==> config.mk <==
export PLATFORM = sky130hd
export DESIGN_NAME = fetch_stage
export DESIGN_NICKNAME = d
export VERILOG_FILES = /design/src/rtl/fetch_stage.sv
export SDC_FILE = /design/constraint.sdc
export NUM_CORES = 1
export LEC_CHECK = 0
export ABC_AREA = 1
export CAP_MARGIN = 20
export CORE_MARGIN = 8
export CORE_UTILIZATION = 43
export DETAILED_ROUTE_END_ITERATION = 12
export GPL_ROUTABILITY_DRIVEN = 1
export MAX_ROUTING_LAYER = met4
export PLACE_DENSITY = 0.78
export REMOVE_ABC_BUFFERS = 1
export SYNTH_ARGS = -nofsm -noshare
export SYNTH_HDL_FRONTEND = slang
export SYNTH_SLANG_ARGS = --single-unit
==> constraint.sdc <==
create_clock -name clk -period 11.63 [get_ports clk]
set_input_delay 1.163 -clock clk [delete_from_list [all_inputs] [get_ports clk]]
set_output_delay 1.163 -clock clk [all_outputs]
set_load 0.01 [all_outputs]
==> src/rtl/fetch_stage.sv <==
// Instruction-fetch front end: owns the PC, issues one 4-byte fetch per cycle into a
// 1-cycle synchronous-read memory and buffers returned words for decode via valid/ready.
module fetch_stage #(
    parameter int              XLEN     = 64,
    parameter logic [XLEN-1:0] RESET_PC = '0,
    parameter int              QDEPTH   = 2
) (
    input  logic            clk,
    input  logic            reset,
    output logic [XLEN-1:0] imem_pc,
    input  logic [31:0]     imem_instr,
    input  logic            redirect,
    input  logic [XLEN-1:0] redirect_pc,
    output logic            if_valid,
    input  logic            if_ready,
    output logic [31:0]     if_instr,
    output logic [XLEN-1:0] if_pc,
    output logic [XLEN-1:0] if_pc_plus4
);

    localparam int PW = (QDEPTH > 1) ? $clog2(QDEPTH) : 1;
    localparam int CW = $clog2(QDEPTH) + 1;
    localparam logic [CW-1:0] DEPTH_C = CW'(QDEPTH);

    logic [XLEN-1:0] pc;
    logic            inflight;
    logic [XLEN-1:0] inflight_pc;
    logic [PW-1:0]   head;
    logic [PW-1:0]   tail;
    logic [CW-1:0]   count;

    logic [31:0]     q_instr [QDEPTH];
    logic [XLEN-1:0] q_pc    [QDEPTH];

    logic            deq;
    logic            enq;
    logic            issue;
    logic [CW:0]     occupancy;
    logic [1:0]      unused_redirect_low;

    assign unused_redirect_low = redirect_pc[1:0];

    assign imem_pc  = pc;
    assign if_valid = (count != '0);
    assign deq      = if_valid && if_ready;
    assign enq      = inflight && !redirect;

    // Slots committed after this edge: buffered + in flight, minus the one decode takes now.
    assign occupancy = {1'b0, count} + {{CW{1'b0}}, inflight} - {{CW{1'b0}}, deq};
    assign issue     = !redirect && (occupancy < {1'b0, DEPTH_C});

    always_ff @(posedge clk or posedge reset) begin
        if (reset) begin
            pc          <= RESET_PC;
            inflight    <= 1'b0;
            inflight_pc <= '0;
            head        <= '0;
            tail        <= '0;
            count       <= '0;
        end else if (redirect) begin
            pc       <= {redirect_pc[XLEN-1:2], 2'b00};
            inflight <= 1'b0;
            head     <= '0;
            tail     <= '0;
            count    <= '0;
        end else begin
            if (issue) begin
                inflight    <= 1'b1;
                inflight_pc <= pc;
                pc          <= pc + XLEN'(4);
            end else begin
                inflight <= 1'b0;
            end
            if (enq) tail <= tail + PW'(1);
            if (deq) head <= head + PW'(1);
            case ({enq, deq})
                2'b10:   count <= count + CW'(1);
                2'b01:   count <= count - CW'(1);
                default: count <= count;
            endcase
        end
    end

    // NOTE: queue storage has no reset; count gates every read, so its contents never leak.
    always_ff @(posedge clk) begin
        if (enq) begin
            q_instr[tail] <= imem_instr;
            q_pc[tail]    <= inflight_pc;
        end
    end

    assign if_instr    = if_valid ? q_instr[head] : '0;
    assign if_pc       = if_valid ? q_pc[head] : '0;
    assign if_pc_plus4 = if_valid ? (q_pc[head] + XLEN'(4)) : '0;

    count_bounded: assert property (@(posedge clk) disable iff (reset) count <= DEPTH_C);

endmodule
==> metrics.md, run 1 <==
| Metric | Value |
|---|---|
| Outcome | `finished clean` |
| Element type at the critical path start | `flip-flop` |
| Net Sw Power | `~2.3 mW` |
| Power Total | `5.52 mW` |
| Max-Cap Viols | `0` |
| M1 WL | `approximately 26,000 um` |
| Vias in the first global route | `15,465` |
| Setup_tns | `0 ns` |
| Die Footprint | `47,000 um^2` |
| Area of the multi-input gates | `7080 um^2` |
| Root Driver | `clkbuf_16` |
| Pin count of the biggest net entering global routing | `90` |
| Tcrit/Tclk final | `51.9%` |
| Post-route ant nets | `0` |
| Logic gate share of total power | `between 40 and 50%` |
| Die width | `217 um` |
| Syn-to-layout area delta | `27.2%` |
| Worst min path class | `flip-flop to flip-flop` |
| Core Util, Final | `a little under three fifths` |
| Post_cts resized | `0` |
| DRC | `0` |
| Routed len/inst | `19.1 um` |
| Post-synthesis cell count | `2,280` |
| Post-synth EDFFs | `roughly 190` |
| Pwr Density | `250 nW/um^2` |
| Total vias in the final route | `16,163` |
| Period minus WS final | `around 6.0 ns` |
| Gp weighted congestion | `just over 1` |
| HPWL after DPL | `~45,000 um` |
| Top Metal Used | `met4` |
| F_max | `166 MHz` |
| TritonRoute pass-1 iters | `5` |
| Sequential share of the synthesized area | `between 50% and 60%` |
| Grt total ovfl | `0` |
| Share of synthesized flip-flops with an asynchronous set or reset | `40.7%` |
| Final net count | `2,674` |
| Core Area | `39,800 um^2` |
| DP Cell Count | `3,058` |
| Post-DP Area | `~21,000 um^2` |
| DR vias/cell | `5.17` |
| Max IR drop VDD | `0.134 mV` |
| Count of pins over their slew limit | `0` |
| First-pass GRT wire length | `91,300 um` |
| Fill count | `3,757` |
| Main synth FF type | `edfxtp_1` |
| Final Skew | `around 0.025 ns` |
| Commonest non-fill, non-tap cell in the layout | `nand2_1` |
| Routed wl met2 | `27,700 um` |
| Switching share of power | `42.0%` |
| Met3 wire len | `~3800 um` |
| Max_slew headroom | `38.7%` |
| Post-route cell area | `22,100 um^2` |
| Die H | `217 um` |
| Hold Buf Count CTS | `0` |
| Flop pwr share | `33.4%` |
| Drt first-iter violations | `~1,500` |
| Worst Path Max Fanout | `76` |
| Initial antenna violation count | `0` |
| RSZ-0062 raised after global routing | `no` |
| GRT Total Usage | `25.4%` |
| Fraction of layout cells with a size suffix above 1 | `4.46%` |
| Clk sinks | `317` |
| Required @ worst endpoint | `around 10 ns` |
| Routed WL | `between 50,000 and 60,000 um` |
| Synth warn | `0` |
| I/O Buffers | `316` |
| Crit. End Element | `output port` |
| Sequential cell area | `8880 um^2` |
| Library cells used by synthesis | `between 40 and 50` |
| Final setup fails | `0` |
| Initial core utilization | `43.6%` |
| Internal | `3.20 mW` |
| I/O Pins | `roughly 330` |
| Clk buf depth | `3` |
| #FFs+latches synth | `between 300 and 400` |
| Diodes inserted | `0` |
| LEAKAGE | `roughly 9.3 nW` |
| Commonest non-fill, non-tap cells in the layout | `nand2_1, clkdlybuf4s50_1, nor2_1, inv_1, edfxtp_1` |
| CTS tree | `built` |
| Final Hold Fails | `0` |
| Setup Buffers After CTS | `0` |
| Non-filler cells in the finished layout | `3,124` |
| Row count | `73` |
| Worst setup path class | `flip-flop to output port` |
| Clock power frac | `between 20 and 25%` |
| Num CTS Buffers | `36` |
| Clock transition at path regs | `0.06 ns` |
| Worst-margin pin slew | `0.919 ns` |
| H-tree levels | `2` |
| Avg Cell Area, Syn | `between 7 and 8 um^2` |
| Clock Latency Late Sink | `0.55 ns` |
| Worst EP arrival | `between 4 and 5 ns` |
| Synth Cell Area | `between 15,000 and 20,000 um^2` |
synthesized netlist by cell type (2+ instances only):
library cell / instances / area, um^2
nand4_1: 42 / 263
nand3b_1: 10 / 75.1
o221ai_1: 5 / 43.8
nand2_2: 5 / 31.3
xor2_1: 6 / 52.6
nand3_1: 124 / 621
nand2_1: 834 / 3130
o311ai_0: 2 / 17.5
a21oi_1: 58 / 290
xnor2_1: 3 / 26.3
o21ai_1: 11 / 55.1
nor4_1: 2 / 12.5
o21ai_2: 4 / 35.0
inv_2: 2 / 7.51
clkbuf_1: 40 / 150
nor3_1: 26 / 130
buf_2: 11 / 55.1
buf_4: 16 / 120
o21bai_1: 2 / 15.0
edfxtp_1: 188 / 5650
o21ai_0: 104 / 521
or2_2: 7 / 43.8
a31oi_1: 6 / 37.5
nor2_1: 289 / 1080
nor3_2: 3 / 30.0
nor2_2: 17 / 106
ha_1: 2 / 25.0
clkinv_1: 3 / 11.3
dfrtp_1: 129 / 3230
o2111ai_1: 7 / 61.3
buf_1: 10 / 37.5
buf_6: 6 / 67.6
a22oi_1: 2 / 15.0
inv_1: 267 / 1000
o21a_1: 14 / 105
nor2_4: 5 / 56.3
o211ai_1: 13 / 97.6
critical path, stage by stage, from the launching register on:
cell	delay (ns)
dfrtp_4	0.70
clkinv_2	0.56
buf_4	0.73
nand2_1	0.10
nand2_1	0.14
nand2_1	0.10
nor2_1	0.27
nand2_1	0.17
nor2_4	0.24
nand2_2	0.15
nor2_2	0.27
nand2_1	0.08
nand2_1	0.06
nand2_1	0.05
inv_1	0.05
clkdlybuf4s50_1	0.53
power groups by stage:
stage | clock network [mW] | logic [mW] | registers [mW]
floorplan | 0 | 1.30 | 1.81
global placement | 0 | 2.53 | 1.84
detailed placement | 0 | 2.57 | 1.86
CTS | 1.14 | 2.58 | 1.84
global route | 1.18 | 2.81 | 1.88
finish | 1.11 | 2.57 | 1.84
flip-flops by register name, indices dropped and copies added (netlist names):
name	count
q_pc	124
inflight	1
tail	1
inflight_pc	62
imem_pc	62
q_instr	64
head	1
count	2
cell type report:
class                      count  area share, %
clock inverter                19          0.839
sequential                   317           40.2
timing repair buffer         331           14.8
tap                          525           2.98
inverter                     272           4.64
clock buffer                  47           4.46
multi-input combinational   1613           32.1
layer usage:
metal	GRT usage [%]	up-vias
met1	33.7	7549
met5	-	-
met3	3.30	87
met2	40.2	628
li1	-	7899
met4	8.41	0
final timing paths:
kind / startpoint / to / slack (ns) / cells after the start
max: head$_DFFE_PP0P_ / if_pc_plus4[55] / 5.59 / 15
min: inflight_pc[36]$_DFFE_PP0P_ / q_pc[1][36]$_DFFE_PP_ / 0.47 / 0
max reg2reg: count[1]$_DFFE_PP0P_ / imem_pc[30]$_DFFE_PP0P_ / 6.84 / 16
min reg2reg: inflight_pc[36]$_DFFE_PP0P_ / q_pc[1][36]$_DFFE_PP_ / 0.47 / 0
max in group asynchronous: reset / inflight_pc[54]$_DFFE_PP0P_ / 8.98 / 4
min in group asynchronous: reset / imem_pc[6]$_DFFE_PP0P_ / 1.00 / 2
stage by stage:
| step | hold WS (ns) | setup WS, ns |
|---|---|---|
| final | 0.469 | 5.59 |
| after global routing | 0.479 | 5.25 |
| after CTS | 0.470 | 5.59 |
| after detailed placement | 0.455 | 6.19 |
| after global placement | 0.451 | 6.23 |
| after floorplan | 0.442 | -1.69 |
kinds of logic after synthesis:
logic type / share of synthesized area [%]
simple gates: 32.2
buf+inv: 8.36
flops: 51.1
compound gates: 7.54
xor+xnor: 0.454
fa+ha+maj: 0.260
other cells: 0.0216
(Power assumes the default switching activity.)
==> run 2, diff against run 1 <==
Clock period 11.63 ns to 6.1 ns, I/O delays scaled along.
==> run 2 against run 1 <==
Effect of this change:
- sequential cell count stayed put
- worst hold slack better by 0.0030 ns
- first-iteration DRC count is 2.2% lower
- critical path depth is 4 lower
- global-route usage is 0.23 points lower
- combinational power is 91% higher
- power is 95% higher
- sequential power is 92% higher
- critical endpoint is now if_pc_plus4[34]
- largest power group unchanged
==> metrics.md, run 2 (synthesis gave the netlist of run 1 again) <==
| Metric | Value |
|---|---|
| Gp weighted congestion | `0.980 (-3.0%)` |
| Core Util, Final | `55.8% (+0.32 points)` |
| Element type at the critical path start | `flip-flop` |
| LEAKAGE | `9.38 nW (+0.55%)` |
| HPWL after DPL | `44,800 um (-0.80%)` |
| Clk buf depth | `3 (unchanged)` |
| Max_slew headroom | `38.4% (-0.31 points)` |
| Routed WL | `59,400 um (-0.26%)` |
| Row count | `73 (unchanged)` |
| Commonest non-fill, non-tap cells in the layout | `nand2_1, clkdlybuf4s50_1, nor2_1, inv_1, edfxtp_1` |
| Dpl ws | `1.47 ns (-4.72 ns)` |
| I/O Buffers | `316 (unchanged)` |
| DRC | `0 (unchanged)` |
| Count of pins over their slew limit | `0 (unchanged)` |
| Drt first-iter violations | `1,495 (-2.2%)` |
| CTS tree | `built` |
| Num CTS Buffers | `36 (unchanged)` |
| Largest regs | `q_pc x124, q_instr x64` |
| Tcrit/Tclk final | `84.8%` |
| Root Driver | `clkbuf_16` |
| Final Skew | `0.0192 ns (-0.00632 ns)` |
| Post-route cell area | `22,200 um^2 (+0.58%)` |
| Worst setup path class | `flip-flop to output port` |
| RSZ-0062 raised after global routing | `no` |
| I/O Pins | `325 (unchanged)` |
| First-pass GRT wire length | `90,500 um (-0.97%)` |
| TritonRoute pass-1 iters | `5 (unchanged)` |
| Clock Latency Late Sink | `0.56 ns (about the same)` |
| Grt total ovfl | `0 (unchanged)` |
| Post_cts resized | `0 (unchanged)` |
| Fraction of layout cells with a size suffix above 1 | `4.81% (+0.35 points)` |
| Final Hold Fails | `0 (unchanged)` |
| Die H | `217 um (unchanged)` |
| Final net count | `2,673 (-0.037%)` |
| F_max | `~190 MHz` |
| Worst-margin pin slew | `0.924 ns (+0.00465 ns)` |
| Hold Buf Count CTS | `0 (unchanged)` |
| Outcome | `finished clean` |
| Post-DP Area | `20,900 um^2 (+0.11%)` |
| Worst EP arrival | `4.56 ns (-0.32 ns)` |
| Total vias in the final route | `16,306 (+0.88%)` |
| GRT Total Usage | `25.2% (-0.23 points)` |
| Clk sinks | `317 (unchanged)` |
| H-tree levels | `2 (unchanged)` |
| Core Area | `39,800 um^2 (unchanged)` |
| Power Total | `10.8 mW (+95%)` |
| Syn-to-layout area delta | `28.0%` |
| Setup ws final | `0.926 ns (-4.67 ns)` |
| Max-Cap Viols | `0 (unchanged)` |
| Max reg flops | `124 (unchanged)` |
| Max IR drop VDD | `0.400 mV (+200%)` |
| DR vias/cell | `5.22 (+0.92%)` |
| Post-route ant nets | `0 (unchanged)` |
| Routed len/inst | `19.0 um (-0.23%)` |
| Initial core utilization | `43.6% (unchanged)` |
| Diodes inserted | `0 (unchanged)` |
| Final setup fails | `0 (unchanged)` |
| Period minus WS final | `a little over 5 ns` |
| Initial antenna violation count | `0 (unchanged)` |
| Vias in the first global route | `15,563 (+0.63%)` |
| Worst min path class | `flip-flop to flip-flop` |
| Crit. End Element | `output port` |
| Setup Buffers After CTS | `0 (unchanged)` |
| Die Footprint | `47,000 um^2 (unchanged)` |
| Clock transition at path regs | `0.06 ns (about the same)` |
| Pwr Density | `484 nW/um^2 (+94%)` |
| Worst Path Max Fanout | `76 (unchanged)` |
| Setup_tns | `0 ns (unchanged)` |
| Pin count of the biggest net entering global routing | `93 (+3.3%)` |
| Die width | `217 um (unchanged)` |
| Required @ worst endpoint | `5.49 ns (-4.98 ns)` |
| Reg with most FFs | `q_pc` |
| Commonest non-fill, non-tap cell in the layout | `nand2_1` |
## run 2: critical path: stages (launching register included)
cell and delay, ns:
dfrtp_4 0.94, clkinv_2 0.64, o21ai_2 0.35, ha_1 0.23
nand2_1 0.14, nor2_1 0.13, nand2_1 0.19, nor2_1 0.41
nand2_1 0.12, xor2_1 0.15, nor2_1 0.12, clkdlybuf4s50_1 0.59
## run 2: area by class of cell
class                           count  area (um^2)
Multi-Input combinational cell   1613         7080
Inverter                          272         1020
Clock inverter                     24          280
Sequential cell                   317         8880
Fill cell                        3669        17600
Tap cell                          525          657
Timing Repair Buffer              330         3310
Clock buffer                       42          976
## run 2: power breakdown
group / internal [mW] / leakage (nW) / switching [mW]
clock network: 1.37 / 0.599 / 0.922
logic: 1.96 / 5.49 / 2.97
registers: 2.94 / 3.29 / 0.595
## run 2: per-layer routing
metal  track usage, %  part of all wire (%)
met5                -                     0
met4             9.65                   3.7
met3             3.29                   6.9
met2             39.5                    46
met1             33.2                    44
## run 2: through the flow
step                      cells  hold WS, ns
after floorplan            2202        0.442
after global placement     3056        0.450
after detailed placement   3056        0.455
after CTS                  3122        0.469
after global routing       3123        0.484
final                      3123        0.472
## run 2: path summary, 6_finish.rpt
path                                        startpoint                     endpoint  slack (ns)  depth (start not counted)
min reg2reg                inflight_pc[42]$_DFFE_PP0P_        q_pc[1][42]$_DFFE_PP_        0.47                          0
max reg2reg                       count[1]$_DFFE_PP0P_      imem_pc[42]$_DFFE_PP0P_        1.93                         16
min                        inflight_pc[42]$_DFFE_PP0P_        q_pc[1][42]$_DFFE_PP_        0.47                          0
max                                   head$_DFFE_PP0P_              if_pc_plus4[34]        0.93                         11
min in group asynchronous                        reset   inflight_pc[7]$_DFFE_PP0P_        0.56                          2
max in group asynchronous                        reset  inflight_pc[13]$_DFFE_PP0P_        4.07                          3
==> run 3, diff against run 2 <==
Clock period 6.1 ns to 5.25 ns, I/O delays scaled along.
==> run 3 against run 2 <==
Effect of this change:
- global-route usage hardly changed
- sequential power is 16% higher
- core utilization is 0.057 points lower
- combinational power is 17% higher
- clock-buffer cell count is 7 higher
- via count is 0.23% lower
- wire length is 0.36% lower
- clock power is 16% higher
- register-to-register slack worse by 0.98 ns
- largest power group unchanged
- highest routed layer unchanged
==> metrics.md, run 3 (synthesis gave the netlist of run 1 again) <==
| Metric | Value |
|---|---|
| Fraction of layout cells with a size suffix above 1 | `4.58% (-0.23 points)` |
| TritonRoute pass-1 iters | `7 (+2)` |
| Final Hold Fails | `0 (unchanged)` |
| Period minus WS final | `between 4 and 5 ns` |
| Commonest non-fill, non-tap cell in the layout | `nand2_1` |
| Vias in the first global route | `15,585 (+0.14%)` |
| F_max | `approximately 220 MHz` |
| Critical Path End | `if_pc_plus4[55]` |
| R2R Path End | `imem_pc[13]$_DFFE_PP0P_` |
| Syn-to-layout area delta | `27.8%` |
| Commonest non-fill, non-tap cells in the layout | `nand2_1, clkdlybuf4s50_1, nor2_1, inv_1, edfxtp_1` |
| Worst Path Max Fanout | `76 (unchanged)` |
| R2R Setup Slk | `0.95 ns (-0.98 ns)` |
| Crit. End Element | `output port` |
| CTS tree | `built` |
| Post-route ant nets | `0 (unchanged)` |
| Clk sinks | `317 (unchanged)` |
| Routed WL | `59,200 um (-0.36%)` |
| Total vias in the final route | `16,268 (-0.23%)` |
| Core Area | `39,800 um^2 (unchanged)` |
| HPWL after DPL | `45,300 um (+1.1%)` |
| Hold Buf Count CTS | `0 (unchanged)` |
| Core Util, Final | `55.7% (-0.057 points)` |
| LEAKAGE | `9.37 nW (-0.13%)` |
| Gp weighted congestion | `0.952 (-2.8%)` |
| I/O Pins | `325 (unchanged)` |
| Post_cts resized | `0 (unchanged)` |
| Max_slew headroom | `35.7% (-2.7 points)` |
| Setup Buffers After CTS | `0 (unchanged)` |
| FF-to-FF path depth | `14 (-2)` |
| Die width | `217 um (unchanged)` |
| Row count | `73 (unchanged)` |
| DRC | `0 (unchanged)` |
| Final net count | `2,676 (+0.11%)` |
| Sequential cell area | `8880 um^2 (unchanged)` |
| Final setup fails | `0 (unchanged)` |
| DR vias/cell | `5.21 (-0.30%)` |
| Worst EP arrival | `4.10 ns (-0.46 ns)` |
| Area of the multi-input gates | `7080 um^2 (unchanged)` |
| Tcrit/Tclk final | `88.1%` |
| RSZ-0062 raised after global routing | `no` |
| First-pass GRT wire length | `90,500 um (about the same)` |
| I/O Buffers | `316 (unchanged)` |
| Count of pins over their slew limit | `0 (unchanged)` |
| Reg2reg start | `count[1]$_DFFE_PP0P_` |
| Grt total ovfl | `0 (unchanged)` |
| Pin count of the biggest net entering global routing | `85 (-8.6%)` |
| Required @ worst endpoint | `4.72 ns (-0.77 ns)` |
| Clk buf depth | `3 (unchanged)` |
| Drt first-iter violations | `1,608 (+7.6%)` |
| Critical Path Source | `head$_DFFE_PP0P_` |
| GRT Total Usage | `25.2% (about the same)` |
| Pwr Density | `563 nW/um^2 (+16%)` |
| Worst min path class | `input pin to async pin` |
| Worst hold slack | `0.425 ns (-0.0471 ns)` |
| Max IR drop VDD | `0.333 mV (-17%)` |
| Worst setup path class | `flip-flop to output port` |
| Clock Latency Late Sink | `0.56 ns (about the same)` |
| Max-Cap Viols | `0 (unchanged)` |
| Root Driver | `clkbuf_16` |
| Max reg flops | `124 (unchanged)` |
| Largest regs | `q_pc x124, q_instr x64` |
| Final Skew | `0.0188 ns (-0.000360 ns)` |
| Initial core utilization | `43.6% (unchanged)` |
| Fill count | `3,659 (-0.27%)` |
| Worst-margin pin slew | `0.964 ns (+0.0402 ns)` |
| Die Footprint | `47,000 um^2 (unchanged)` |
| Reg with most FFs | `q_pc` |
| Routed len/inst | `19.0 um (-0.43%)` |
| Diodes inserted | `0 (unchanged)` |
| H-tree levels | `2 (unchanged)` |
| Clock transition at path regs | `0.06 ns (about the same)` |
| Element type at the critical path start | `flip-flop` |
| Num CTS Buffers | `36 (unchanged)` |
| Initial antenna violation count | `0 (unchanged)` |
| Die H | `217 um (unchanged)` |
| Outcome | `finished clean` |
==> run 3: final cells by class <==
cell class                      count  share of cell area [%]
Clock inverter                     16                    1.20
Tap cell                          525                    2.96
Multi-Input combinational cell   1613                    31.9
Sequential cell                   317                    40.0
Clock buffer                       49                    4.37
Inverter                          272                    4.62
Timing Repair Buffer              333                    14.9
==> run 3: critical path, stage by stage, from the launching register on <==
cell,delay (ns)
dfrtp_4,0.63
clkinv_2,0.15
buf_4,0.64
nand2_1,0.11
nand2_1,0.14
nand2_1,0.10
nor2_1,0.18
nand2_1,0.15
nor2_4,0.21
nand2_2,0.14
nor2_2,0.28
nand2_1,0.10
nand2_1,0.07
nand2_1,0.04
inv_1,0.05
clkdlybuf4s50_1,0.53
==> run 3: how the worst min path moves through the flow <==
stage | startpoint | to | slack [ns] | depth (start not counted)
final | reset | imem_pc[6]$_DFFE_PP0P_ | 0.43 | 2
after detailed placement | inflight_pc[40]$_DFFE_PP0P_ | q_pc[0][40]$_DFFE_PP_ | 0.45 | 0
after floorplan | inflight_pc[22]$_DFFE_PP0P_ | q_pc[0][22]$_DFFE_PP_ | 0.44 | 0
after global placement | inflight_pc[36]$_DFFE_PP0P_ | q_pc[0][36]$_DFFE_PP_ | 0.45 | 0
after global routing | reset | imem_pc[7]$_DFFE_PP0P_ | 0.48 | 2
after CTS | reset | imem_pc[6]$_DFFE_PP0P_ | 0.43 | 2
==> run 3: report_power, final <==
group	internal (mW)	switching, mW	total (mW)
Clock	1.61	1.05	2.66
Sequential	3.42	0.664	4.08
Combinational	2.28	3.47	5.74
Total	7.30	5.18	12.5
==> run 3: layer usage <==
metal  track usage (%)  wire (um)  vias up
met1              33.4      26200     7654
met4              7.89       1780        0
met2              39.5      27300      618
met3              4.09       3980       96
met5                 -          0        -
li1                  -          -     7900
==> run 3: stage by stage <==
step	total power [mW]	instance area [um^2]	setup WS, ns	setup TNS (ns)	std cells
detailed placement	9.86	20900	0.969	0	3060
global placement	9.74	20900	1.11	0	3060
finish	12.5	22200	0.623	0	3125
CTS	12.6	22200	0.585	0	3125
global route	13.3	22200	0.338	0	3125
floorplan	6.88	16900	-8.07	-979.12	2202
